**src/rtl/mips_instr_encoder.sv**
```systemverilog
// Program loader: packs symbolic MIPS instruction fields from a valid/ready stream
// into 32-bit words and writes them to instruction memory at consecutive addresses.
module mips_instr_encoder #(
    parameter int ADDR_W    = 6,
    parameter int BASE_ADDR = 0,
    parameter int DEPTH     = 64
) (
    input  logic              clk,
    input  logic              rst,
    input  logic              start,
    input  logic              finish,
    input  logic              in_valid,
    output logic              in_ready,
    input  logic [3:0]        in_op,
    input  logic [4:0]        in_rs,
    input  logic [4:0]        in_rt,
    input  logic [4:0]        in_rd,
    input  logic [15:0]       in_imm,
    input  logic [25:0]       in_target,
    output logic              imem_we,
    output logic [ADDR_W-1:0] imem_addr,
    output logic [31:0]       imem_wdata,
    output logic [ADDR_W:0]   word_count,
    output logic              busy,
    output logic              full,
    output logic              err_illegal
);

    typedef enum logic [1:0] {
        IDLE = 2'd0,
        RUN  = 2'd1,
        FULL = 2'd2
    } state_t;

    localparam logic [ADDR_W-1:0] BASE     = ADDR_W'(BASE_ADDR);
    localparam logic [ADDR_W:0]   LAST_CNT = (ADDR_W+1)'(DEPTH - 1);
    localparam logic [ADDR_W:0]   CNT_ONE  = (ADDR_W+1)'(1);

    localparam logic [3:0] OP_ADD  = 4'd0;
    localparam logic [3:0] OP_SUB  = 4'd1;
    localparam logic [3:0] OP_AND  = 4'd2;
    localparam logic [3:0] OP_OR   = 4'd3;
    localparam logic [3:0] OP_SLT  = 4'd4;
    localparam logic [3:0] OP_LW   = 4'd5;
    localparam logic [3:0] OP_SW   = 4'd6;
    localparam logic [3:0] OP_BEQ  = 4'd7;
    localparam logic [3:0] OP_ADDI = 4'd8;
    localparam logic [3:0] OP_J    = 4'd9;

    function automatic logic is_legal(input logic [3:0] op);
        return (op <= OP_J);
    endfunction

    function automatic logic [31:0] rtype(input logic [4:0] rs, input logic [4:0] rt,
                                          input logic [4:0] rd, input logic [5:0] funct);
        return {6'b000000, rs, rt, rd, 5'b00000, funct};
    endfunction

    function automatic logic [31:0] itype(input logic [5:0] opc, input logic [4:0] rs,
                                          input logic [4:0] rt, input logic [15:0] imm);
        return {opc, rs, rt, imm};
    endfunction

    function automatic logic [31:0] encode(input logic [3:0]  op,
                                           input logic [4:0]  rs,
                                           input logic [4:0]  rt,
                                           input logic [4:0]  rd,
                                           input logic [15:0] imm,
                                           input logic [25:0] target);
        logic [31:0] w;
        w = 32'h0;
        case (op)
            OP_ADD:  w = rtype(rs, rt, rd, 6'b100000);
            OP_SUB:  w = rtype(rs, rt, rd, 6'b100010);
            OP_AND:  w = rtype(rs, rt, rd, 6'b100100);
            OP_OR:   w = rtype(rs, rt, rd, 6'b100101);
            OP_SLT:  w = rtype(rs, rt, rd, 6'b101010);
            OP_LW:   w = itype(6'b100011, rs, rt, imm);
            OP_SW:   w = itype(6'b101011, rs, rt, imm);
            OP_BEQ:  w = itype(6'b000100, rs, rt, imm);
            OP_ADDI: w = itype(6'b001000, rs, rt, imm);
            OP_J:    w = {6'b000010, target};
            default: w = 32'h0;
        endcase
        return w;
    endfunction

    state_t              state_q;
    state_t              state_d;
    logic                accept_p0;
    logic                legal_p0;
    logic                last_p0;
    logic [31:0]         word_p0;

    logic                we_p1;
    logic [ADDR_W-1:0]   addr_p1;
    logic [31:0]         wdata_p1;
    logic [ADDR_W:0]     cnt_p1;
    logic                err_p1;

    // p0: handshake and combinational encode of the presented fields
    always_comb begin
        in_ready  = (state_q == RUN);
        busy      = (state_q == RUN) || (state_q == FULL);
        full      = (state_q == FULL);
        accept_p0 = in_valid && in_ready;
        legal_p0  = accept_p0 && is_legal(in_op);
        last_p0   = legal_p0 && (cnt_p1 == LAST_CNT);
        word_p0   = encode(in_op, in_rs, in_rt, in_rd, in_imm, in_target);
    end

    always_comb begin
        state_d = state_q;
        case (state_q)
            IDLE: if (start) state_d = RUN;
            RUN: begin
                // finish wins over filling the last slot; both close the stream
                if (finish)       state_d = IDLE;
                else if (last_p0) state_d = FULL;
            end
            FULL: if (finish) state_d = IDLE;
            default: state_d = IDLE;
        endcase
    end

    // p1: registered IMEM write port and session bookkeeping
    always_ff @(posedge clk) begin
        if (rst) begin
            state_q  <= IDLE;
            we_p1    <= 1'b0;
            addr_p1  <= BASE;
            wdata_p1 <= 32'h0;
            cnt_p1   <= '0;
            err_p1   <= 1'b0;
        end else begin
            state_q <= state_d;
            we_p1   <= legal_p0;
            if (state_q == IDLE && start) begin
                addr_p1 <= BASE;
                cnt_p1  <= '0;
                err_p1  <= 1'b0;
            end
            if (legal_p0) begin
                addr_p1  <= BASE + cnt_p1[ADDR_W-1:0];
                wdata_p1 <= word_p0;
                cnt_p1   <= cnt_p1 + CNT_ONE;
            end else if (accept_p0) begin
                err_p1 <= 1'b1;
            end
        end
    end

    assign imem_we     = we_p1;
    assign imem_addr   = addr_p1;
    assign imem_wdata  = wdata_p1;
    assign word_count  = cnt_p1;
    assign err_illegal = err_p1;

endmodule

```
**config.mk**
```make
export PLATFORM = sky130hd
export DESIGN_NAME = mips_instr_encoder
export DESIGN_NICKNAME = d
export VERILOG_FILES = /design/src/rtl/mips_instr_encoder.sv
export SDC_FILE = /design/constraint.sdc
export NUM_CORES = 1
export LEC_CHECK = 0
export BUFFER_PORTS_ARGS = -buffer_cell sky130_fd_sc_hd__buf_2
export CAP_MARGIN = 20
export CORE_MARGIN = 2
export CORE_UTILIZATION = 40
export DETAILED_ROUTE_END_ITERATION = 7
export GPL_ROUTABILITY_DRIVEN = 0
export PLACE_DENSITY = 0.73
export SYNTH_ARGS = -nofsm -noshare
export SYNTH_HDL_FRONTEND = slang
export SYNTH_SLANG_ARGS = --single-unit
```
**constraint.sdc**
```tcl
create_clock -name clk -period 1.8 [get_ports clk]
set_input_delay 0.18 -clock clk [delete_from_list [all_inputs] [get_ports clk]]
set_output_delay 0.18 -clock clk [all_outputs]
set_load 0.05 [all_outputs]
```
Word-level counts from Yosys, hierarchy flattened. Index checks and enable logic that the tools add are counted. Widths: inputs -> output; s select.

Register bits: 49. Bits of input ports: 66. Output and inout bits: 50. Logic and storage cells: 45.

$add $sub $neg: 1. Magnitude comparators: 1. Equal/unequal tests: 15. Muxes and demuxes: 13. Reductions and logical operators: 9.

Operators with widths (count): $pmux 32 s10 (1); $eq 4x3->1 const B (4); $mux 7 (2); $mux 6 (2); $eq 4x2->1 const B (2); $eq 4x4->1 const B (2); $mux 2 (4); $add 7x1->7 const B (1); $eq 7x6->1 const B (1); $pmux 2 s3 (1); $eq 4x1->1 const B (1); $le 4x4->1 const B (1); $logic_and 1x1->1 (4); $logic_not 4->1 (1); $ne 2x2->1 const B (2); $mux 1 (3); $ne 3x2->1 const B (1); $reduce_and 3->1 (1); $eq 2x1->1 const B (1); $eq 2x2->1 const B (1); $logic_not 2->1 (1); $reduce_bool 2->1 (1); $logic_or 1x1->1 (1).

Depth between registers and ports, before layout. Gate-level depths: netlist (run 1).

Word-level depth: 7. Mapped depth: 8.

Least setup slack after synthesis (run 1). Ideal clock, no wire load.

Kind: flip-flop to flip-flop. From: reg state_q[1]. To: reg cnt_p1[2], in the netlist word_count[2]. Arrival time: 1811 ps. Required time: 1709 ps. Path slack: -102 ps. Stages on the path, launching flop included: 9. Path buffers: 2. Period minus slack after synthesis: 1902 ps. Cells stage by stage: dfxtp_1 inv_1 ha_1 and2_1 and2_1 buf_4 buf_6 a21oi_1 a311oi_1.

Cells in the longest elaborated chain, start to end: 4. Elaborated cells between the ends (all ways): 7.

Ends and longest elaborated chain: from (decl) (RTL line 88) `state_t state_q;`; from (signal assigned) (RTL line 136) `state_q <= state_d;`; $eq 2x1->1 (*) (RTL line 103) `in_ready = (state_q == RUN);`; net in_ready (RTL line 13) `output logic in_ready,`; $logic_and 1x1->1 (*) (RTL line 106) `accept_p0 = in_valid && in_ready;`; $logic_and 1x1->1 (*) (RTL line 107) `legal_p0 = accept_p0 && is_legal(in_op);`; $mux 7 or $reduce_bool 2->1 (tied branches); to (signal assigned) (RTL line 146) `cnt_p1 <= cnt_p1 + CNT_ONE;`; to (decl) (RTL line 98) `logic [ADDR_W:0] cnt_p1;`.

The timed path passes the listed nets; every way through them passes the cells marked *. A chain may end at the register's enable or synchronous reset.

Worst setup path in the final report (run 1).
From: reg state_q[1]. To: reg cnt_p1[5], in the netlist word_count[5].

Cells in the longest elaborated chain, start to end: 4. Elaborated cells between the ends (all ways): 7.

Ends and longest elaborated chain (RTL line): $eq 2x1->1 (103); $logic_and 1x1->1 (106); $logic_and 1x1->1 (107); $mux 7 or $reduce_bool 2->1 (tied branches).

Parallel ways exist; a longest one is shown, timed or not.

==> flow_results.org, run 1 <==
** Routing
- Antenna-violating nets left :: 0
- Via count normalized by instance count :: 5.45
- For this run, the detailed router's first-pass iteration total came to 6.
- Average wire length per cell after detail routing :: 14.8 microns
- The first routing iteration left 216 violations.
- Post-Route WL :: 7050 microns
- DRC :: 0
- The detailed router placed 2602 vias in this run.

** Critical path
- The worst setup path is captured at a register.
- STA classifies the critical path startpoint as a register.
- Largest fanout of any net on the critical path :: 9
- Arrival time at the worst endpoint :: 1900 ps
- WS Path Type :: reg2reg
- For the worst setup path, the data required time is 2020 ps.
- R2r worst-path depth :: 7
- Slowest CP cell :: sky130_fd_sc_hd__dfxtp_1
- The signal on the critical path passes through inv_1 -> ha_2 -> and2_4 -> and2_4 -> buf_4 -> a41oi_1 -> a211oi_1.
- For this run, the slowest stage of the critical path takes 330 ps.
- By instance count, the cell type seen most on the critical path is sky130_fd_sc_hd__and2_4.

** Timing
- Headroom to the max-slew limit came out at 65.8%.
- Adding up every negative setup slack in the final design gives 0 ps.
- Crit share post-route :: 93.0%
- Fin crit period :: 1670 ps
- The number of hold violations in the final report is 0.
- Least-Margin Pin Slew :: 514 ps
- Across all hold checks on the routed design, the worst slack comes to 172 ps.
- Fin. max-slew vios :: 0
- Max Fclk :: 0.597 GHz
- # setup viols final :: 0
- Final Skew :: 5.72 ps

** Power and ir drop
- Maximum VDD drop :: 0.342 mV
- Switching power total :: 0.946 mW
- Power per standard cell area :: 799 mW/mm^2
- Combinational logic burns 32.0% of the power.
- Leakage :: 1.49 nW
- Fraction of power spent switching nets :: 36.6%
- Power consumption :: 2.59 mW
- In this run, flip-flops and latches consume 43.9% of the power.
- The internal portion of the total power is 1.64 mW.
- Clock network power share :: 24.1%

** Synthesis
- Number of different library cells in the post-synthesis netlist :: 52
- Synthesized instance count :: 288
- sky130_fd_sc_hd__dfxtp_1 is the most common cell in the netlist.
- Count of warnings emitted by yosys :: 0
- Top flip-flop cell by instance count after synthesis :: sky130_fd_sc_hd__dfxtp_1
- Total of flip-flops plus latches after synthesis :: 47
- Counting every net in the synthesized netlist gives 359.
- Leading post-synthesis cells by cell area :: sky130_fd_sc_hd__dfxtp_1 (38%), sky130_fd_sc_hd__nor2_1 (4.7%), sky130_fd_sc_hd__a221oi_1 (3.9%)
- Total standard cell area after synthesis :: 0.00249 sq mm
- Avg Inst Size Synth :: 8.65 sq um
- Yosys mapped a number of flops with a built-in enable equal to 0.
- The synthesized design spends more area on one cell type than any other, namely sky130_fd_sc_hd__dfxtp_1.
- The top cell type by area accounts for 37.8% of the synthesized area.
- Ranking of synthesized cells by instance count :: sky130_fd_sc_hd__dfxtp_1 (47), sky130_fd_sc_hd__nor2_1 (31), sky130_fd_sc_hd__nand2_1 (23)
- In the synthesized netlist the async set-or-reset flop fraction comes to 0%.
- Sequential-to-total area share from yosys stat :: 37.8%

** CTS
- Clock-pin transition on the worst setup and hold timing paths :: 90 ps
- In this run the number of H-tree levels came out at 2.
- Hold buffer count at cts :: 0
- Maximum buffer depth of the clock tree :: 2
- CTS sink cnt :: 47
- Root buf cell :: sky130_fd_sc_hd__clkbuf_8
- Number of CTS-inserted buffers :: 5
- The clock reaches the later pin of the worst-skew pair after 300 ps.
- TritonCTS built the clock tree.

** Die
- Row generation in the floorplan step produced 28 rows.
- From left edge to right edge, the die measures 82.9 microns.
- The core region is 0.00596 sq mm.
- Once the floorplan was initialized, standard cells occupied 41.8% of the core.
- 116 I/O pins were placed.
- The floorplan step set the die height to 82.9 microns.
- Die area :: 0.00687 sq mm

** GRT
- Initial antenna violation count :: 0
- Largest net degree at the start of global routing :: 29
- Vias in the first global route :: 2368
- M2 GR Usage :: 33.2%
- Layer carrying the most global-route usage :: met2
- Remaining Overflow, GRT :: 0
- The first global-routing pass estimated 11200 microns of wire.
- For met1 alone, demand over resource in global routing was 24.7%.
- In the global route stage, overall resource usage came out at 19.5%.
- Met3 capacity usage during global routing :: 3.98%

** Final layout
- Post-layout nets :: 472
- The post-route netlist has 39.8% of its cells at a drive strength greater than 1.
- Non-Filler Cell Area, Final :: 0.00324 sq mm
- 0 antenna diodes ended up in the layout.
- Post-Layout Cell Count :: 477
- From synthesis to final layout, the design area changed by 29.9%.

** Job
- Max capacitance violation total :: 0

** Outcome
- The flow ran to the end, and the final reports show no timing, DRC or antenna violations.

** Hold path
- The tightest min-delay check is of the in2reg type.
- The worst hold path was traced through 3 stages.

** Placed design
- The wire-length estimate of the detail-placed layout is 5210 microns.
- Placed standard-cell area :: 0.00311 sq mm
- Cell total after placement :: 464
- Input and output buffers added on the ports amount to 114.
## kinds of logic after synthesis
group	Yosys count	share of synthesized area, %
AO/OA/AOI/OAI	85	27.3
multiplexers	6	2.66
buffers and inverters	36	8.24
adder cells (fa/ha/maj)	5	2.51
XOR/XNOR	1	0.352
other	1	0.151
flip-flops	47	37.8
AND/OR/NAND/NOR	107	21.0
## flip-flops by register name, indices dropped and copies added (netlist names)
signal / flops
err_illegal: 1
imem_addr: 6
imem_wdata: 30
imem_we: 1
state_q: 2
word_count: 7
## critical path: cells and delay by family (launching register included)
| family | cells | cell delay (ps) |
|---|---|---|
| AO/OA/AOI/OAI | 2 | 380 |
| flip-flops | 1 | 330 |
| adder cells (fa/ha/maj) | 1 | 220 |
| buffers and inverters | 2 | 270 |
| AND/OR/NAND/NOR | 2 | 380 |
## power groups by stage
stage,clock network [mW],logic [mW],registers [mW]
6_report,0.624,0.827,1.14
4_1_cts,0.643,0.809,1.14
5_1_grt,0.688,0.893,1.14
3_3_place_gp,0,0.790,1.16
3_5_place_dp,0,0.804,1.16
2_1_floorplan,0,0.380,1.36
## timing repair
item | in CTS | in global routing
endpoints found under the setup margin | 1 | 7
buffers inserted | 0 | 5
resized for setup | 1 | 1
## final timing paths
| kind | startpoint | endpoint | slack (ps) |
|---|---|---|---|
| setup / recovery | state_q[1] | word_count[5] | 130 |
| hold / removal | in_rs[3] | imem_wdata[24] | 170 |
| setup reg to reg | state_q[1] | word_count[5] | 130 |
| hold reg to reg | imem_wdata[29] | imem_wdata[29] | 450 |
## placed cells by master, fill, tap and decap left out, drive strengths merged, types with 2 or more instances in the layout
master and count:
clkbuf 5, nand4b 2, nand2b 4, a22o 4, o21ai 4, a222oi 5
o22ai 2, nand3 10, a211oi 10, and2 3, a21o 3, and3 3
dfxtp 47, mux2i 4, nand2 24, a41oi 2, nor3 19, nand3b 2
o2bb2ai 4, buf 134, a311oi 4, a221oi 17, clkinv 3, a22oi 2
inv 8, nor2 31, mux2 2, a21oi 19, o211a 2, or3 3
ha 5, nor2b 3
## layout make-up
class,count,area (sq um)
multi-input combinational,205,1350
sequential,47,942
timing repair buffer,134,733
tap,75,93.8
fill,586,2720
clock inverter,3,15.0
clock buffer,5,68.8
inverter,8,30.0
## layer usage
| layer | vias up | part of all wire [%] |
|---|---|---|
| li1 | 1297 | - |
| met1 | 1189 | 41 |
| met2 | 106 | 50 |
| met3 | 10 | 6.5 |
| met4 | 0 | 2.0 |
| met5 | - | 0 |
## stage by stage
step,utilization (%),worst slack [ps]
5_1_grt,54.3,-10.6
6_report,54.3,125
3_3_place_gp,52.2,122
4_1_cts,53.7,69.9
3_5_place_dp,52.2,6.77
2_1_floorplan,-,2.98
No activity file was read; power rests on OpenSTA's default activity.
==> inputs of run 2 (changes only) <==
--- a/config.mk
+++ b/config.mk
@@ -11,7 +11,7 @@
 export CORE_UTILIZATION = 40
 export DETAILED_ROUTE_END_ITERATION = 7
 export GPL_ROUTABILITY_DRIVEN = 0
-export PLACE_DENSITY = 0.73
+export PLACE_DENSITY = 0.76
 export SYNTH_ARGS = -nofsm -noshare
 export SYNTH_HDL_FRONTEND = slang
 export SYNTH_SLANG_ARGS = --single-unit
==> constraint.sdc (replaced) <==
create_clock -name clk -period 1.4 [get_ports clk]
set_input_delay 0.14 -clock clk [delete_from_list [all_inputs] [get_ports clk]]
set_output_delay 0.14 -clock clk [all_outputs]
set_load 0.05 [all_outputs]
==> flow_results.org, run 2 (synthesized netlist as in run 1, its figures left out) <==
** Die
- After floorplanning, the core was divided into 28 placement rows.
- Starting density of the core :: 41.8%
- The region available for standard cell placement spans 0.00596 sq mm.
- Overall die height :: 82.9 microns
- Die area :: 0.00687 sq mm
- The die is 82.9 microns wide.
- Top-level I/O count :: 116

** Hold path
- The min-delay analysis places its worst path in the category in2reg.

** Power and ir drop
- Sequential fraction of design power :: 42.4%
- Maximum VDD drop :: 0.486 mV
- Fraction of power spent switching nets :: 36.7%
- Of the total power, combinational logic draws 34.0%.
- Internal :: 2.18 mW
- Switching power total :: 1.27 mW
- Clock network power share :: 23.5%
- Leakage :: 1.61 nW
- In this run the power density over the cells is 984 mW/mm^2.
- Power consumption :: 3.45 mW

** CTS
- Maximum buffer depth of the clock tree :: 2
- CTS sink cnt :: 47
- After clock tree synthesis, the clock-pin slew on the worst setup and hold paths is 80 ps.
- Root buf cell :: sky130_fd_sc_hd__clkbuf_8
- For this design, the CTS-stage hold fixing added 0 buffers.
- TritonCTS clock tree :: done
- For the worst-skew pair, the clock arrives at the later sink with an insertion delay of 300 ps.
- H-tree depth reported by CTS :: 2
- Number of CTS-inserted buffers :: 5

** Placed design
- Prior to clock tree synthesis, the placed netlist has a worst setup slack of -152 ps.
- The number of placed instances, taps included, is 479.
- Detailed placement finished with a half-perimeter wire length of 5330 microns.
- The count of buffers added on input and output ports is 114.
- Placed standard-cell area :: 0.00327 sq mm

** Timing
- Count of endpoints failing hold in the final timing report :: 0
- # setup viols final :: 18
- Setup repair after global routing could not meet its margin everywhere.
- For the final routed database, the setup TNS stands at -648 ps.
- Final Skew :: 3.59 ps
- Fin. max-slew vios :: 0
- Hold_ws :: 63.4 ps
- Worst setup margin :: -84.2 ps
- Crit share post-route :: 106%
- The worst path in the final design needs a cycle of 1480 ps, including I/O delays and setup.
- Max Fclk :: 0.674 GHz

** Final layout
- Leaving out fill and tap cells, the most frequent cell in the layout is sky130_fd_sc_hd__buf_2.
- Post-Layout Cell Count :: 490
- The area growth from synthesis to layout is 40.8%.
- Cells fill 58.9% of the core in the end.
- The number of antenna diodes in the final layout is 0.
- The register with the most flip-flops in the layout has 30 of them.
- With fillers left out, the area of the finished cells amounts to 0.00351 sq mm.
- Post-layout nets :: 485
- The top cell types in the final layout, fill and taps aside, are sky130_fd_sc_hd__buf_2 (112), sky130_fd_sc_hd__dfxtp_1 (39), sky130_fd_sc_hd__nor2_1 (31), sky130_fd_sc_hd__buf_4 (28), sky130_fd_sc_hd__nand2_1 (21).
- Cells with a size suffix above 1 make up 48.4% of the layout.

** Routing
- The detailed router finished its first iteration with 131 violations.
- DRC :: 0
- Via count normalized by instance count :: 5.51
- After detailed routing, the total wire length is 7410 microns.
- After detailed routing, the average wire length per cell comes to 15.1 microns.
- Antenna-violating nets left :: 0
- Total iterations of the first detailed-routing run :: 4
- Detailed-route via count :: 2701

** Outcome
- The checks that failed: negative setup slack.
- The run finished, with violations left.

** GRT
- For this run, the total global-route usage over all layers was measured as 20.3%.
- The initial antenna violation count is 0.
- Vias in the first global route :: 2581
- The total overflow left after global routing is 0.
- Largest net degree at the start of global routing :: 25
- The first global-routing pass estimated 11900 microns of wire.

** Job
- The tool flagged a number of max-cap violations equal to 0.

** Critical path
- Critical Path End Type :: register
- Data on the critical path is required at its endpoint by 1590 ps.
- Flop2flop setup slack :: -80 ps
- Stage delay of the slowest cell on the critical path :: 370 ps
- WS Path Type :: reg2reg
- Most used cell along the critical path :: sky130_fd_sc_hd__nand2_1
- The signal on the critical path passes through inv_2 -> ha_1 -> nand2_1 -> buf_4 -> nand2_1 -> a311oi_1.
- Arrival time at the worst endpoint :: 1680 ps
- Largest fanout of any net on the critical path :: 9
- Slowest CP cell :: sky130_fd_sc_hd__dfxtp_2
- Crit start category :: register
==> run 2: cell types whose count changed in the layout (fill, tap and decap cells not counted), moves of 3 or more <==
| cell | delta |
|---|---|
| sky130_fd_sc_hd__a21oi_1 | -3 |
| sky130_fd_sc_hd__a21oi_2 | +3 |
| sky130_fd_sc_hd__a221oi_1 | -6 |
| sky130_fd_sc_hd__a221oi_2 | +6 |
| sky130_fd_sc_hd__buf_4 | +9 |
| sky130_fd_sc_hd__buf_6 | +4 |
| sky130_fd_sc_hd__dfxtp_1 | -7 |
| sky130_fd_sc_hd__dfxtp_2 | +5 |
==> run 2: final timing paths <==
kind	startpoint	to	cells after the start
worst max register to register	state_q[0]	word_count[3]	6
worst min register to register	imem_wdata[29]	imem_wdata[29]	2
worst min-delay path	rst	state_q[1]	2
worst max-delay path	state_q[0]	word_count[3]	6
==> run 2: routing by layer <==
layer	vias up	share of wire, %	track usage [%]	wire length [microns]
li1	1322	-	-	-
met4	0	1.0	4.77	74
met2	105	51	36.6	3770
met3	7	6.0	4.08	445
met5	-	0	0	0
met1	1267	42	24.9	3120
==> run 2: worst max-delay path, delay by kind of cell (launching register included) <==
| kind | cells | cell delay (ps) |
|---|---|---|
| compound gates | 1 | 310 |
| fa+ha+maj | 1 | 210 |
| buf+inv | 2 | 230 |
| flops | 1 | 370 |
| simple gates | 2 | 260 |
==> run 2: cell type report <==
| cell class | count | area [sq um] |
|---|---|---|
| Clock buffer | 5 | 68.8 |
| Clock inverter | 3 | 18.8 |
| Fill cell | 546 | 2450 |
| Inverter | 8 | 30.0 |
| Multi-Input combinational cell | 206 | 1490 |
| Sequential cell | 47 | 956 |
| Tap cell | 75 | 93.8 |
| Timing Repair Buffer | 146 | 856 |
==> run 2: power by group through the flow <==
stage                     Combinational (mW)  Clock [mW]  Sequential, mW
final                                   1.17       0.813            1.46
after global routing                    1.27       0.891            1.47
after CTS                               1.13       0.831            1.46
after detailed placement                1.11           0            1.49
after global placement                  1.08           0            1.49
after floorplan                        0.512           0            1.75
==> run 2: repair_timing <==
| action | in CTS | in global routing |
|---|---|---|
| pin swaps | 7 | 14 |
| gates cloned | 1 | 0 |
| gates resized for setup | 13 | 17 |
| buffers inserted | 0 | 2 |
| setup endpoints to repair | 40 | 46 |
==> inputs of run 3 (changes only) <==
--- a/config.mk
+++ b/config.mk
@@ -8,10 +8,10 @@
 export BUFFER_PORTS_ARGS = -buffer_cell sky130_fd_sc_hd__buf_2
 export CAP_MARGIN = 20
 export CORE_MARGIN = 2
-export CORE_UTILIZATION = 40
+export CORE_UTILIZATION = 42
 export DETAILED_ROUTE_END_ITERATION = 7
 export GPL_ROUTABILITY_DRIVEN = 0
-export PLACE_DENSITY = 0.76
+export PLACE_DENSITY = 0.77
 export SYNTH_ARGS = -nofsm -noshare
 export SYNTH_HDL_FRONTEND = slang
 export SYNTH_SLANG_ARGS = --single-unit
==> flow_results.org, run 3 (synthesized netlist as in run 1, its figures left out) <==
** Placed design
- Setup slack after placement :: -98.0 ps
- The wire-length estimate of the detail-placed layout is 5610 microns.
- Placed standard-cell area :: 0.00328 sq mm
- Number of I/O port buffers :: 114

** Final layout
- The net count of the finished layout is 494.
- In the layout the commonest cells are sky130_fd_sc_hd__buf_2 (111), sky130_fd_sc_hd__dfxtp_1 (39), sky130_fd_sc_hd__buf_4 (26), sky130_fd_sc_hd__a221oi_2 (15), sky130_fd_sc_hd__nand2_1 (15).
- Count of antenna diodes in the layout :: 0
- After routing the design area is 0.00393 sq mm.
- Most common cell after layout, fill and taps aside :: sky130_fd_sc_hd__buf_2
- From synthesis to final layout, the design area changed by 57.9%.
- Number of flip-flops in the largest register :: 30
- Cells with a size suffix above 1 make up 59.9% of the layout.
- Final cell utilization of the core :: 67.6%

** CTS
- TritonCTS built the clock tree.
- Hold buffer count at cts :: 0
- The later pin in the worst-skew pair is clocked with a latency of 300 ps.
- Clock-pin transition on the worst setup and hold timing paths :: 90 ps
- CTS sink cnt :: 47
- The H-tree was split into 2 levels.
- Root buf cell :: sky130_fd_sc_hd__clkbuf_8
- Number of CTS-inserted buffers :: 5
- No sink is reached through more buffers than the 2 on the longest clock path.

** Power and ir drop
- Power per standard cell area :: 940 mW/mm^2
- Maximum VDD drop :: 0.561 mV
- For this design the static power due to leakage is 1.76 nW.

** GRT
- Across every metal layer, demand over resource in global routing totals 22.1%.
- Entering global routing, the biggest net connects 25 pins.
- Initial antenna violation count :: 0
- First-pass GRT wire length :: 11500 microns
- The number of global-route vias before repair was 2449.
- Remaining Overflow, GRT :: 0

** Timing
- Worst setup margin :: -153 ps
- Post-Route Setup TNS :: -3280 ps
- Static timing analysis puts the maximum clock frequency at 0.644 GHz.
- Crit share post-route :: 111%
- The number of hold violations in the final report came to 0.
- The tightest hold path in the finished design has a slack of 155 ps.
- Setup repair after global routing missed its margin :: yes
- # setup viols final :: 42
- For the finished layout, the period the worst path requires is 1550 ps.
- Fin. max-slew vios :: 0
- For the final database, setup skew stands at 11.9 ps.

** Critical path
- Cells along the critical path :: inv_2 -> ha_4 -> and2_4 -> and2_4 -> buf_12 -> clkbuf_16 -> nor2_2 -> a311oi_1
- Launching point of the worst reg2reg path :: state_q[1]
- The worst register-to-register path ends at imem_wdata[5].
- Data on the critical path arrives at its endpoint at 1770 ps.
- Largest delay share family, worst path :: simple AND/OR/NAND/NOR gates
- Worst EP required :: 1620 ps
- Among all stages on the critical path, the largest delay is contributed by sky130_fd_sc_hd__dfxtp_2.
- STA classifies the critical path startpoint as a register.
- WS Path Type :: reg2reg
- Critical Path End Type :: register
- Flop2flop setup slack :: -150 ps
- Together, buffers and inverters on the worst path number 3.
- R2r worst-path depth :: 8
- For this run, the slowest stage of the critical path takes 330 ps.
- Most used cell along the critical path :: sky130_fd_sc_hd__and2_4
- Largest fanout of any net on the critical path :: 5

** Die
- Starting density of the core :: 42.8%
- The floorplan step set the die height to 81.0 microns.
- The die is 81.0 microns wide.
- The die covers 0.00656 sq mm.
- Row generation in the floorplan step produced 28 rows.
- The core region is 0.00582 sq mm.
- Top-level I/O count :: 116

** Routing
- For this run, design rule violations remaining after detail routing come to 0.
- Detailed-route via count :: 2876
- Dividing the detail-routed wire length by the instance count gives 17.4 microns.
- Via count normalized by instance count :: 5.76
- After the first detailed-routing iteration, the DRC count stood at 220.
- The first TritonRoute pass finished after 5 iterations.
- Once detail routing completed, the nets flagged for antenna violations numbered 0.
- Post-Route WL :: 8680 microns

** Hold path
- The worst hold path was traced through 3 stages.
- The worst hold path terminates at imem_wdata[7].
- In this run the most critical hold path is launched from in_imm[7].
- The min-delay analysis places its worst path in the category in2reg.

** Job
- Max capacitance violation total :: 0

** Outcome
- The checks that failed: negative setup slack.
- Run status :: complete, but fails checks
==> run 3: changes by cell type in the layout (fill, tap and decap cells not counted), sizes merged <==
cell | previous run | this run
inv | 9 | 8
and2 | 4 | 3
clkinv | 2 | 0
clkbuf | 5 | 12
buf | 146 | 152
==> run 3: final cells by class <==
cell class | count | area, sq um
fill | 459 | 1880
timing repair buffer | 156 | 1050
clock buffer | 8 | 80.1
multi-input combinational | 205 | 1720
sequential | 47 | 956
inverter | 8 | 30.0
tap | 75 | 93.8
==> run 3: power breakdown <==
| group | total [mW] | internal (mW) | switching [mW] |
|---|---|---|---|
| combinational | 1.41 | 0.541 | 0.868 |
| clock | 0.799 | 0.356 | 0.443 |
| sequential | 1.49 | 1.42 | 0.0712 |
==> run 3: what timing repair did <==
action / CTS / global route
cloned: 0 / 4
setup endpoints to repair: 33 / 46
pin swaps: 6 / 19
gates resized for setup: 15 / 88
setup buffers: 3 / 4
==> run 3: worst max path at each step <==
stage | start | cells after the start | to
2_1_floorplan | state_q[1] | 8 | imem_wdata[1]
3_3_place_gp | state_q[1] | 7 | imem_wdata[1]
3_5_place_dp | state_q[0] | 6 | word_count[2]
4_1_cts | state_q[1] | 7 | word_count[3]
5_1_grt | state_q[1] | 7 | word_count[4]
6_report | state_q[1] | 8 | imem_wdata[5]
==> run 3: worst register-to-register path: cells and delay by family, from the launching register on <==
family,cells,cell delay [ps]
and+or+nand+nor,3,440
buffers and inverters,3,380
DFF,1,330
AOI/OAI and AO/OA,1,170
adders and majority gates,1,140
==> run 3: metrics by stage <==
step	power, mW	std cells
after floorplan	2.26	288
after global placement	2.58	481
after detailed placement	2.61	481
after CTS	3.41	492
after global routing	3.84	499
final	3.70	499
==> run 3: metal layers <==
metal  wire length [microns]  global-route usage [%]
met3                     475                    3.44
met1                    3570                    27.8
met5                       0                       0
met4                     144                    6.61
met2                    4490                    39.0
